$ cat src/rtl/note_player_seq_pkg.sv
// Shared types and default widths for the note player.
//   state_t : 2-bit FSM state encoding, also driven onto the state output.
//   PW_DEF  : default half-period / phase counter width.
//   DW_DEF  : default duration / duration counter width.
package note_player_pkg;

    typedef enum logic [1:0] {
        IDLE = 2'd0,
        HIGH = 2'd1,
        LOW  = 2'd2,
        REST = 2'd3
    } state_t;

    localparam int unsigned PW_DEF = 16;
    localparam int unsigned DW_DEF = 16;

endpackage

$ cat src/rtl/note_player_seq_if.sv
// Note request handshake between the song sequencer and the note player.
//   in_val    : note request valid (producer -> player)
//   in_rdy    : player can accept a note (player -> producer)
//   in_period : half-period in cycles, 0 = rest
//   in_dur    : note length in cycles, 0 behaves as 1
interface note_player_seq_if #(
    parameter int unsigned PW = 16,
    parameter int unsigned DW = 16
);
    logic          in_val;
    logic          in_rdy;
    logic [PW-1:0] in_period;
    logic [DW-1:0] in_dur;

    modport master (output in_val, output in_period, output in_dur, input  in_rdy);
    modport slave  (input  in_val, input  in_period, input  in_dur, output in_rdy);
endinterface

$ cat src/rtl/note_player_seq_counter.sv
// Up counter with load-to-one and increment enable.
//   clk, rst : clock, asynchronous active-low reset (clears count)
//   load     : start a new count at 1 (has priority over en)
//   en       : increment by one
//   limit    : terminal value
//   cnt      : current count
//   finish   : cnt has reached limit
module counter_param #(
    parameter int unsigned W = 16
) (
    input  logic         clk,
    input  logic         rst,
    input  logic         load,
    input  logic         en,
    input  logic [W-1:0] limit,
    output logic [W-1:0] cnt,
    output logic         finish
);

    always_ff @(posedge clk or negedge rst) begin
        if (!rst) begin
            cnt <= '0;
        end else if (load) begin
            cnt <= {{(W-1){1'b0}}, 1'b1};
        end else if (en) begin
            cnt <= cnt + 1'b1;
        end
    end

    assign finish = (cnt >= limit);

endmodule

$ cat src/rtl/note_player_seq.sv
// Square-wave note generator with valid/ready note input.
//   clk   : system clock
//   rst   : asynchronous active-low reset
//   stop  : synchronous abort of the current note (no done pulse)
//   np    : note request interface (in_val/in_rdy/in_period/in_dur)
//   state : current FSM state (note_player_pkg::state_t encoding)
//   note  : square-wave output, high in HIGH state only
//   busy  : note or rest in progress
//   done  : one-cycle pulse after natural completion
module note_player_seq
    import note_player_pkg::*;
#(
    parameter int unsigned PW = PW_DEF,
    parameter int unsigned DW = DW_DEF
) (
    input  logic                clk,
    input  logic                rst,
    input  logic                stop,
    note_player_seq_if.slave    np,
    output logic [1:0]          state,
    output logic                note,
    output logic                busy,
    output logic                done
);

    state_t        cur;
    logic [PW-1:0] per_q;
    logic [DW-1:0] dur_q;
    logic [DW-1:0] dur_lim;
    logic [PW-1:0] ph_cnt;
    logic [DW-1:0] dur_cnt;
    logic          ph_fin, dur_fin;
    logic          acc, tone, run;
    logic          ph_load, ph_en;

    assign acc     = (cur == IDLE) && np.in_val && !stop;
    assign tone    = (cur == HIGH) || (cur == LOW);
    // Still running next cycle: not aborted and duration not yet reached.
    assign run     = (cur != IDLE) && !stop && !dur_fin;
    assign dur_lim = (dur_q == '0) ? {{(DW-1){1'b0}}, 1'b1} : dur_q;

    assign ph_load = acc || (run && tone && ph_fin);
    assign ph_en   = run && tone && !ph_fin;

    counter_param #(.W(PW)) u_phase (
        .clk    (clk),
        .rst    (rst),
        .load   (ph_load),
        .en     (ph_en),
        .limit  (per_q),
        .cnt    (ph_cnt),
        .finish (ph_fin)
    );

    counter_param #(.W(DW)) u_dur (
        .clk    (clk),
        .rst    (rst),
        .load   (acc),
        .en     (run),
        .limit  (dur_lim),
        .cnt    (dur_cnt),
        .finish (dur_fin)
    );

    always_ff @(posedge clk or negedge rst) begin
        if (!rst) begin
            cur   <= IDLE;
            done  <= 1'b0;
            per_q <= '0;
            dur_q <= '0;
        end else begin
            done <= 1'b0;
            if (cur == IDLE) begin
                if (acc) begin
                    per_q <= np.in_period;
                    dur_q <= np.in_dur;
                    if (np.in_period != '0) cur <= HIGH;
                    else                    cur <= REST;
                end
            end else if (stop) begin
                cur <= IDLE;
            end else if (dur_fin) begin
                // Expiry wins over a coincident phase toggle.
                cur  <= IDLE;
                done <= 1'b1;
            end else if (tone && ph_fin) begin
                if (cur == HIGH) cur <= LOW;
                else             cur <= HIGH;
            end
        end
    end

    assign state     = cur;
    assign note      = (cur == HIGH);
    assign busy      = (cur != IDLE);
    assign np.in_rdy = (cur == IDLE);

endmodule

$ cat src/flat_wrapper.sv
// flat-port wrapper written by rule: the top's interface ports become plain ports
module note_player_seq_flat import note_player_pkg::*;
#(
    parameter int unsigned PW = PW_DEF,
    parameter int unsigned DW = DW_DEF
)
  (clk, rst, stop, state, note, busy, done, np_in_val, np_in_period, np_in_dur, np_in_rdy);
  note_player_seq_if #(.PW(PW), .DW(DW)) np_i ();
  input  logic clk;
  input  logic rst;
  input  logic stop;
  output logic [1:0] state;
  output logic note;
  output logic busy;
  output logic done;
  input wire logic [$bits(np_i.in_val)-1:0] np_in_val;
  input wire logic [$bits(np_i.in_period)-1:0] np_in_period;
  input wire logic [$bits(np_i.in_dur)-1:0] np_in_dur;
  output wire logic [$bits(np_i.in_rdy)-1:0] np_in_rdy;
  assign np_i.in_val = np_in_val;
  assign np_i.in_period = np_in_period;
  assign np_i.in_dur = np_in_dur;
  assign np_in_rdy = np_i.in_rdy;
  note_player_seq #(.PW(PW), .DW(DW)) u_core (.clk(clk), .rst(rst), .stop(stop), .np(np_i), .state(state), .note(note), .busy(busy), .done(done));
endmodule
$ cat config.mk
export PLATFORM = sky130hd
export DESIGN_NAME = note_player_seq_flat
export DESIGN_NICKNAME = d
export VERILOG_FILES = /design/src/rtl/note_player_seq_pkg.sv /design/src/rtl/note_player_seq_if.sv /design/src/rtl/note_player_seq_counter.sv /design/src/rtl/note_player_seq.sv /design/src/flat_wrapper.sv
export SDC_FILE = /design/constraint.sdc
export NUM_CORES = 1
export LEC_CHECK = 0
export CORE_UTILIZATION = 57
export DETAILED_ROUTE_END_ITERATION = 8
export GPL_ROUTABILITY_DRIVEN = 0
export MAX_ROUTING_LAYER = met4
export PLACE_DENSITY = 0.88
export SLEW_MARGIN = 40
export SYNTH_ARGS = -nofsm -noshare
export SYNTH_HDL_FRONTEND = slang
export SYNTH_SLANG_ARGS = --single-unit
$ cat constraint.sdc
create_clock -name clk -period 3.2 [get_ports clk]
set_input_delay 0.48 -clock clk [delete_from_list [all_inputs] [get_ports clk]]
set_output_delay 0.48 -clock clk [all_outputs]
set_load 0.01 [all_outputs]
==> results of run 1 <==
## per-layer routing
| layer | vias to the layer above | track usage, % |
|---|---|---|
| met3 | 32 | 7.41 |
| met4 | 0 | 12.9 |
| li1 | 1687 | - |
| met1 | 1718 | 32.6 |
| met2 | 108 | 51.0 |
| met5 | - | - |
## registers in the layout, indices dropped and copies added (netlist names)
name                count
u_core.u_phase.cnt     16
u_core.per_q           16
u_core.state            2
u_core.done             1
u_core.u_dur.cnt       16
u_core.dur_q           16
## cells by family (layout without fill, tap and decap cells)
family | after synthesis | count (layout) | synth area share (%)
xor gates and xnor gates | 2 | 2 | 0.436
and+or+nand+nor | 164 | 164 | 21.4
DFF | 67 | 67 | 41.7
buffers and inverters | 59 | 104 | 6.01
muxes | 2 | 2 | 0.529
AOI/OAI and AO/OA | 106 | 106 | 18.7
adders and majority gates | 36 | 36 | 11.2
## area by class of cell
type                            instances  area, um2  area share (%)
Sequential cell                        67       1680            35.4
Clock buffer                            9        124            2.61
Clock inverter                          7       75.1            1.58
Inverter                               40        150            3.17
Tap cell                               96        120            2.53
Multi-Input combinational cell        310       2120            44.7
Timing Repair Buffer                   48        473            9.98
## power by group through the flow
| stage | Sequential [mW] | Clock [mW] | Combinational [mW] |
|---|---|---|---|
| after floorplan | 1.32 | 0 | 1.18 |
| after global placement | 1.36 | 0 | 1.51 |
| after detailed placement | 1.38 | 0 | 1.65 |
| after CTS | 1.37 | 0.724 | 1.67 |
| after global routing | 1.40 | 0.758 | 1.91 |
| final | 1.38 | 0.724 | 1.68 |
## worst reg2reg max path: stages (launching register included)
cell and delay (ns):
sky130_fd_sc_hd__dfrtp_1 0.39, sky130_fd_sc_hd__nor4_1 0.31, sky130_fd_sc_hd__a41o_1 0.21, sky130_fd_sc_hd__ha_1 0.21, sky130_fd_sc_hd__nand2b_1 0.14, sky130_fd_sc_hd__a2111oi_1 0.39, sky130_fd_sc_hd__or4_4 0.25, sky130_fd_sc_hd__nand3_2 0.20
sky130_fd_sc_hd__or4_1 0.57, sky130_fd_sc_hd__a21oi_1 0.17
## stage by stage
stage          setup slack (ns)  hold slack [ns]  power (mW)  instances
6_report                  0.267           0.0612        3.78        577
3_5_place_dp              0.213            0.495        3.03        561
2_1_floorplan             0.474            0.184        2.49        436
5_1_grt                  0.0212           0.0950        4.07        577
3_3_place_gp              0.311            0.466        2.87        561
4_1_cts                   0.154            0.219        3.76        577
## cell usage in the layout (no fill, tap or decap), drive strengths merged, types with 2 or more instances in the layout
cell / n
dfrtp: 67
nand2: 61
inv: 42
clkdlybuf4s50: 40
o21ai: 38
ha: 36
nand3: 32
a21oi: 24
nand4: 22
o311ai: 14
clkbuf: 9
or3: 8
buf: 8
nor4: 7
o31ai: 7
nor2: 7
or4: 7
and3: 6
o211ai: 5
or2: 4
clkinv: 4
and2: 3
a2111oi: 3
a41o: 2
nand2b: 2
a21o: 2
and4: 2
a211oi: 2
## worst max-delay path by stage
stage                                          to  slack (ns)                         from  cells after the start
2_1_floorplan   u_core.u_phase.cnt[0]$_DFFE_PN0P_        0.47  u_core.dur_q[9]$_DFFE_PN0P_                     12
3_3_place_gp      u_core.u_dur.cnt[9]$_DFFE_PN0P_        0.31  u_core.dur_q[9]$_DFFE_PN0P_                      9
3_5_place_dp     u_core.u_dur.cnt[13]$_DFFE_PN0P_        0.21  u_core.dur_q[9]$_DFFE_PN0P_                      9
4_1_cts        u_core.u_phase.cnt[11]$_DFFE_PN0P_        0.15  u_core.dur_q[9]$_DFFE_PN0P_                      9
5_1_grt          u_core.u_dur.cnt[15]$_DFFE_PN0P_        0.02  u_core.dur_q[5]$_DFFE_PN0P_                      9
6_report         u_core.u_dur.cnt[13]$_DFFE_PN0P_        0.27  u_core.dur_q[9]$_DFFE_PN0P_                      9
==> impl_metrics.json, run 1 <==
{
  "yosysTopAreaCell": "sky130_fd_sc_hd__dfrtp_1",
  "regToRegSetupSlack_ns": 0.27,
  "antenna_violations_before_repair": 0,
  "timing.setup.critical_path_class": "flop to flop",
  "routed_via_density": 6.14,
  "drt-wirelength-per-cell_um": 16.9,
  "wl_met3_um": 452,
  "post-route-min-period_ns": 2.93,
  "yosysSeqAreaShare_pct": 41.7,
  "area_delta_synth_final_pct": 17.9,
  "worst_ep_arrival_time_ns": 3.21,
  "number_of_global_route_vias_before_repair": 3599,
  "drc": 0,
  "min-delay-path-class": "primary input to async pin",
  "crit_chain": "nor4_1 -> a41o_1 -> ha_1 -> nand2b_1 -> a2111oi_1 -> or4_4 -> nand3_2 -> or4_1 -> a21oi_1",
  "synth_top_cells_by_count": "sky130_fd_sc_hd__dfrtp_1, sky130_fd_sc_hd__nand2_1, sky130_fd_sc_hd__inv_1, sky130_fd_sc_hd__o21ai_0, sky130_fd_sc_hd__ha_1",
  "worstPathBufferInverterCount": 0,
  "critPathSlowestCell": "sky130_fd_sc_hd__or4_1",
  "route.final.wire_length_mm": 9.73,
  "critical_path.max_stage_delay_ns": 0.57,
  "cell_area_after_synthesis_um2": 4020,
  "synth_edf_count": 0,
  "irDropWorstVdd_mv": 0.485,
  "slew_headroom_pct": 54.9,
  "boundaryPins": 42,
  "critical_r2r_capture": "u_core.u_dur.cnt[13]$_DFFE_PN0P_",
  "cts_post_setup_buffers_inserted": 0,
  "postSynthCellCount": 436,
  "antenna-diode-count": 0,
  "place_area_um2": 4530,
  "worst-r2r-cell-count": 9,
  "num-fill-cells": 501,
  "ys_seq_elements": 67,
  "hold_violations": 0,
  "synth.most_common_cell": "sky130_fd_sc_hd__dfrtp_1",
  "synthDistinctLibCells": 54,
  "startpoint_types": "flop",
  "worstMarginPinSlew_ns": 0.669,
  "drt-met1-wl_mm": 3.83,
  "end_kind": "flop",
  "gr-total-overflow": 0,
  "max_freq_ghz": 0.341,
  "cts_resized": 0,
  "drt_first_iter_violations": 259,
  "io_buffer_count": 41,
  "cts_tree": "yes",
  "maxCapViolCount": 0,
  "cts.path.max_buffers": 2,
  "yosys_warnings": 0,
  "wl_met2_mm": 5.16,
  "cell_int_power_mw": 2.20,
  "chipWidth_um": 86.0,
  "cp_max_fo": 13,
  "coreArea_um2": 6790,
  "fin_area_um2": 4740,
  "ys_dominant_reg_cell": "sky130_fd_sc_hd__dfrtp_1",
  "cts-buffers-inserted": 9,
  "timing.final.setup_violations": 0,
  "final_core_utilization_pct": 69.8,
  "cts_hold_repair.buffers": 0,
  "drt.antenna.violating_nets": 0,
  "fin_crit_sh_pct": 91.6,
  "drive_above_1_share_pct": 9.36,
  "cts_num_sinks": 67,
  "status": "completed",
  "post-synth-top-area-fraction_pct": 41.7,
  "cts.htree.levels": 3,
  "initial_core_util_pct": 59.2,
  "grt_start_max_net_pins": 40,
  "synth_area_per_cell_um2": 9.22,
  "timing.critical_path.max_delay_family": "simple AND/OR/NAND/NOR gates",
  "synth.net_count": 508,
  "reg2reg_from": "u_core.dur_q[9]$_DFFE_PN0P_",
  "unrepaired_setup_endpoints_after_global_routing": "false",
  "highest-signal-layer": "met4",
  "latest_clock_arrival_within_the_worst_skew_pair_ns": 0.36,
  "cell_at_the_root_of_the_clock_tree": "sky130_fd_sc_hd__clkbuf_8",
  "sum_of_negative_setup_slack_ns": 0,
  "grt_use_total_pct": 29.7,
  "switching_share_pct": 41.8,
  "timing_max_transition_violations_final": 0,
  "async_flop_share_pct": 100,
  "core.rowCount": 30,
  "power.switching_mw": 1.58,
  "via_count": 3545,
  "clk_pin_slew_worst_paths_ns": 0.09,
  "hpwl_mm": 7.10,
  "grt_first_pass_wirelength_mm": 16.6,
  "finClkSkew_ns": 0.0153,
  "share_comb_of_total_power_pct": 44.5,
  "power_density_nw_per_um2": 798,
  "drt_pre_antenna_iters": 4,
  "seqPwrFrac_pct": 36.4,
  "power.static_leakage_nw": 2.12,
  "synth.top_cells.by_area": "sky130_fd_sc_hd__dfrtp_1, sky130_fd_sc_hd__ha_1, sky130_fd_sc_hd__nand2_1",
  "fp.dieArea_um2": 7390,
  "pwr-share-clk_pct": 19.1,
  "dieHeight_um": 86.0,
  "required_ns": 3.48,
  "final_net_count": 548
}
(Power assumes the default switching activity.)
==> inputs of run 2 (changes only) <==
Settings changed: ABC_CLOCK_PERIOD_IN_PS set to 3200.
==> results of run 2 <==
The final DEF is identical to that of run 1; final timing and power are the same.
==> inputs of run 3 (changes only) <==
Settings changed: CORE_UTILIZATION 57 to 64, DONT_BUFFER_PORTS set to 1, SKIP_CTS_REPAIR_TIMING set to 1.
==> run 3 against run 2 <==
Compared with the run above:
- the flow now finishes with violations (hold timing)
- register-to-register slack worse by 0.03 ns
- non-clock buffer count down 42
- wire length down 5.5%
- flip-flop and latch count unchanged
- utilization up 2.6 points
- power down 1.4%
- worst hold slack worse by 0.092 ns
- via count down 4.7%
- combinational power down 9.5%
- final cell count down 11%
- largest cell class unchanged
- highest routed layer unchanged
==> impl_metrics.json, run 3 (synthesized netlist as in run 1, its figures left out) <==
{
  "status": "finished, violations left",
  "violations": "hold timing",
  "cts.path.max_buffers": 2,
  "timing.setup.critical_path_class": "flop to flop",
  "place_area_um2": 4070,
  "initial_core_util_pct": 67.1,
  "worst-r2r-cell-count": 7,
  "cts-buffers-inserted": 9,
  "cts_num_sinks": 67,
  "coreArea_um2": 5990,
  "slew_headroom_pct": 53.2,
  "required_ns": 3.49,
  "power_density_nw_per_um2": 861,
  "drt_pre_antenna_iters": 5,
  "power.static_leakage_nw": 1.96,
  "pre_cts_slack_ns": 0.144,
  "startpoint_types": "flop",
  "hold_violations": 9,
  "share_comb_of_total_power_pct": 40.8,
  "gr-total-overflow": 0,
  "area_delta_synth_final_pct": 7.81,
  "routed_via_density": 6.58,
  "min-delay-path-class": "primary input to async pin",
  "cp_max_fo": 13,
  "worst_setup_path_startpoint": "u_core.u_dur.cnt[9]$_DFFE_PN0P_",
  "irDropWorstVdd_mv": 0.454,
  "final_common_cell": "sky130_fd_sc_hd__dfrtp_1",
  "timing_max_transition_violations_final": 0,
  "power.switching_mw": 1.51,
  "unrepaired_setup_endpoints_after_global_routing": "false",
  "worst_setup_path_endpoint": "u_core.u_dur.cnt[9]$_DFFE_PN0P_",
  "end_kind": "flop",
  "finClkSkew_ns": 0.00947,
  "cts_tree": "yes",
  "clk_pin_slew_worst_paths_ns": 0.07,
  "grt_first_pass_wirelength_mm": 14.8,
  "grt_start_max_net_pins": 68,
  "timing.final.setup_violations": 0,
  "sum_of_negative_setup_slack_ns": 0,
  "antenna_violations_before_repair": 0,
  "cell_at_the_root_of_the_clock_tree": "sky130_fd_sc_hd__clkbuf_8",
  "worst_ep_arrival_time_ns": 3.25,
  "maxCapViolCount": 0,
  "worstMarginPinSlew_ns": 0.695,
  "switching_share_pct": 40.5,
  "critical_r2r_capture": "u_core.u_dur.cnt[9]$_DFFE_PN0P_",
  "reg2reg_from": "u_core.u_dur.cnt[9]$_DFFE_PN0P_",
  "seqPwrFrac_pct": 37.3,
  "antenna-diode-count": 0,
  "pwr-share-clk_pct": 21.9,
  "drt-wirelength-per-cell_um": 17.9,
  "grt_use_total_pct": 31.2,
  "fin_area_um2": 4330,
  "latest_clock_arrival_within_the_worst_skew_pair_ns": 0.36,
  "drc": 0,
  "io_buffer_count": 0,
  "core.rowCount": 28,
  "dieHeight_um": 81.2,
  "route.final.wire_length_mm": 9.19,
  "drive_above_1_share_pct": 9.57,
  "number_of_global_route_vias_before_repair": 3110,
  "fin_crit_sh_pct": 92.6,
  "drt_first_iter_violations": 361,
  "boundaryPins": 42,
  "final_core_utilization_pct": 72.3,
  "hpwl_mm": 6.45,
  "fin_ws_ns": 0.237,
  "drt.antenna.violating_nets": 0,
  "post-route-min-period_ns": 2.96,
  "mostFrequentLayoutCells": "sky130_fd_sc_hd__dfrtp_1, sky130_fd_sc_hd__nand2_1, sky130_fd_sc_hd__inv_1, sky130_fd_sc_hd__o21ai_0, sky130_fd_sc_hd__ha_1",
  "cell_int_power_mw": 2.22,
  "final.hold.worst_slack_ns": -0.0312,
  "cts.htree.levels": 3,
  "max_freq_ghz": 0.338,
  "fp.dieArea_um2": 6600,
  "chipWidth_um": 81.2,
  "regToRegSetupSlack_ns": 0.24,
  "via_count": 3380,
  "final_net_count": 506
}
[run 3: changes by cell type in the layout (fill, tap and decap cells not counted), moves of 2 or more]
cell and change:
sky130_fd_sc_hd__clkinv_4 -2, sky130_fd_sc_hd__buf_4 -2, sky130_fd_sc_hd__clkbuf_8 +2, sky130_fd_sc_hd__clkdlybuf4s50_1 -40, sky130_fd_sc_hd__inv_6 -2
[run 3: worst max-delay path, cell delays in order (launching register included)]
cell and delay, ns:
sky130_fd_sc_hd__dfrtp_1 0.42, sky130_fd_sc_hd__ha_1 0.33, sky130_fd_sc_hd__a21o_1 0.16, sky130_fd_sc_hd__a221o_1 0.41, sky130_fd_sc_hd__a2111oi_4 0.53, sky130_fd_sc_hd__nand3_2 0.28
sky130_fd_sc_hd__or4_1 0.59, sky130_fd_sc_hd__a21oi_1 0.17
[run 3: how the worst min path moves through the flow]
stage          start                                  to  slack (ns)  cells after the start
6_report         rst         u_core.dur_q[8]$_DFFE_PN0P_       -0.03                      1
5_1_grt          rst         u_core.dur_q[8]$_DFFE_PN0P_       0.005                      1
3_3_place_gp     rst        u_core.dur_q[10]$_DFFE_PN0P_        0.19                      0
3_5_place_dp     rst         u_core.dur_q[8]$_DFFE_PN0P_        0.19                      0
4_1_cts          rst  u_core.u_phase.cnt[13]$_DFFE_PN0P_       -0.20                      0
2_1_floorplan    rst               u_core.done$_DFF_PN0_        0.18                      0
[run 3: power by group through the flow]
stage | clock (mW) | combinational [mW] | sequential (mW)
after floorplan | 0 | 1.18 | 1.32
after global placement | 0 | 1.37 | 1.37
after detailed placement | 0 | 1.47 | 1.39
after CTS | 0.818 | 1.49 | 1.38
after global routing | 0.851 | 1.75 | 1.42
final | 0.817 | 1.52 | 1.39
[run 3: routing by layer]
layer / global-route usage, % / up-vias / wire length [um]
met5: - / - / 0
met4: 13.9 / 0 / 251
met3: 6.74 / 18 / 467
met2: 47.4 / 119 / 4340
met1: 40.0 / 1649 / 4130
li1: - / 1594 / -
[run 3: final cells by class]
type	instances	area, um2
inverter	40	150
multi-input combinational	310	2120
clock buffer	12	155
tap	75	93.8
fill	417	1660
timing repair buffer	6	65.1
clock inverter	4	72.6
sequential	67	1680
[run 3: metrics by stage]
stage | instances | hold WS, ns | power [mW]
4_1_cts | 513 | -0.197 | 3.68
5_1_grt | 514 | 0.00455 | 4.02
3_5_place_dp | 497 | 0.186 | 2.87
3_3_place_gp | 497 | 0.186 | 2.74
6_report | 514 | -0.0312 | 3.73
2_1_floorplan | 436 | 0.184 | 2.49
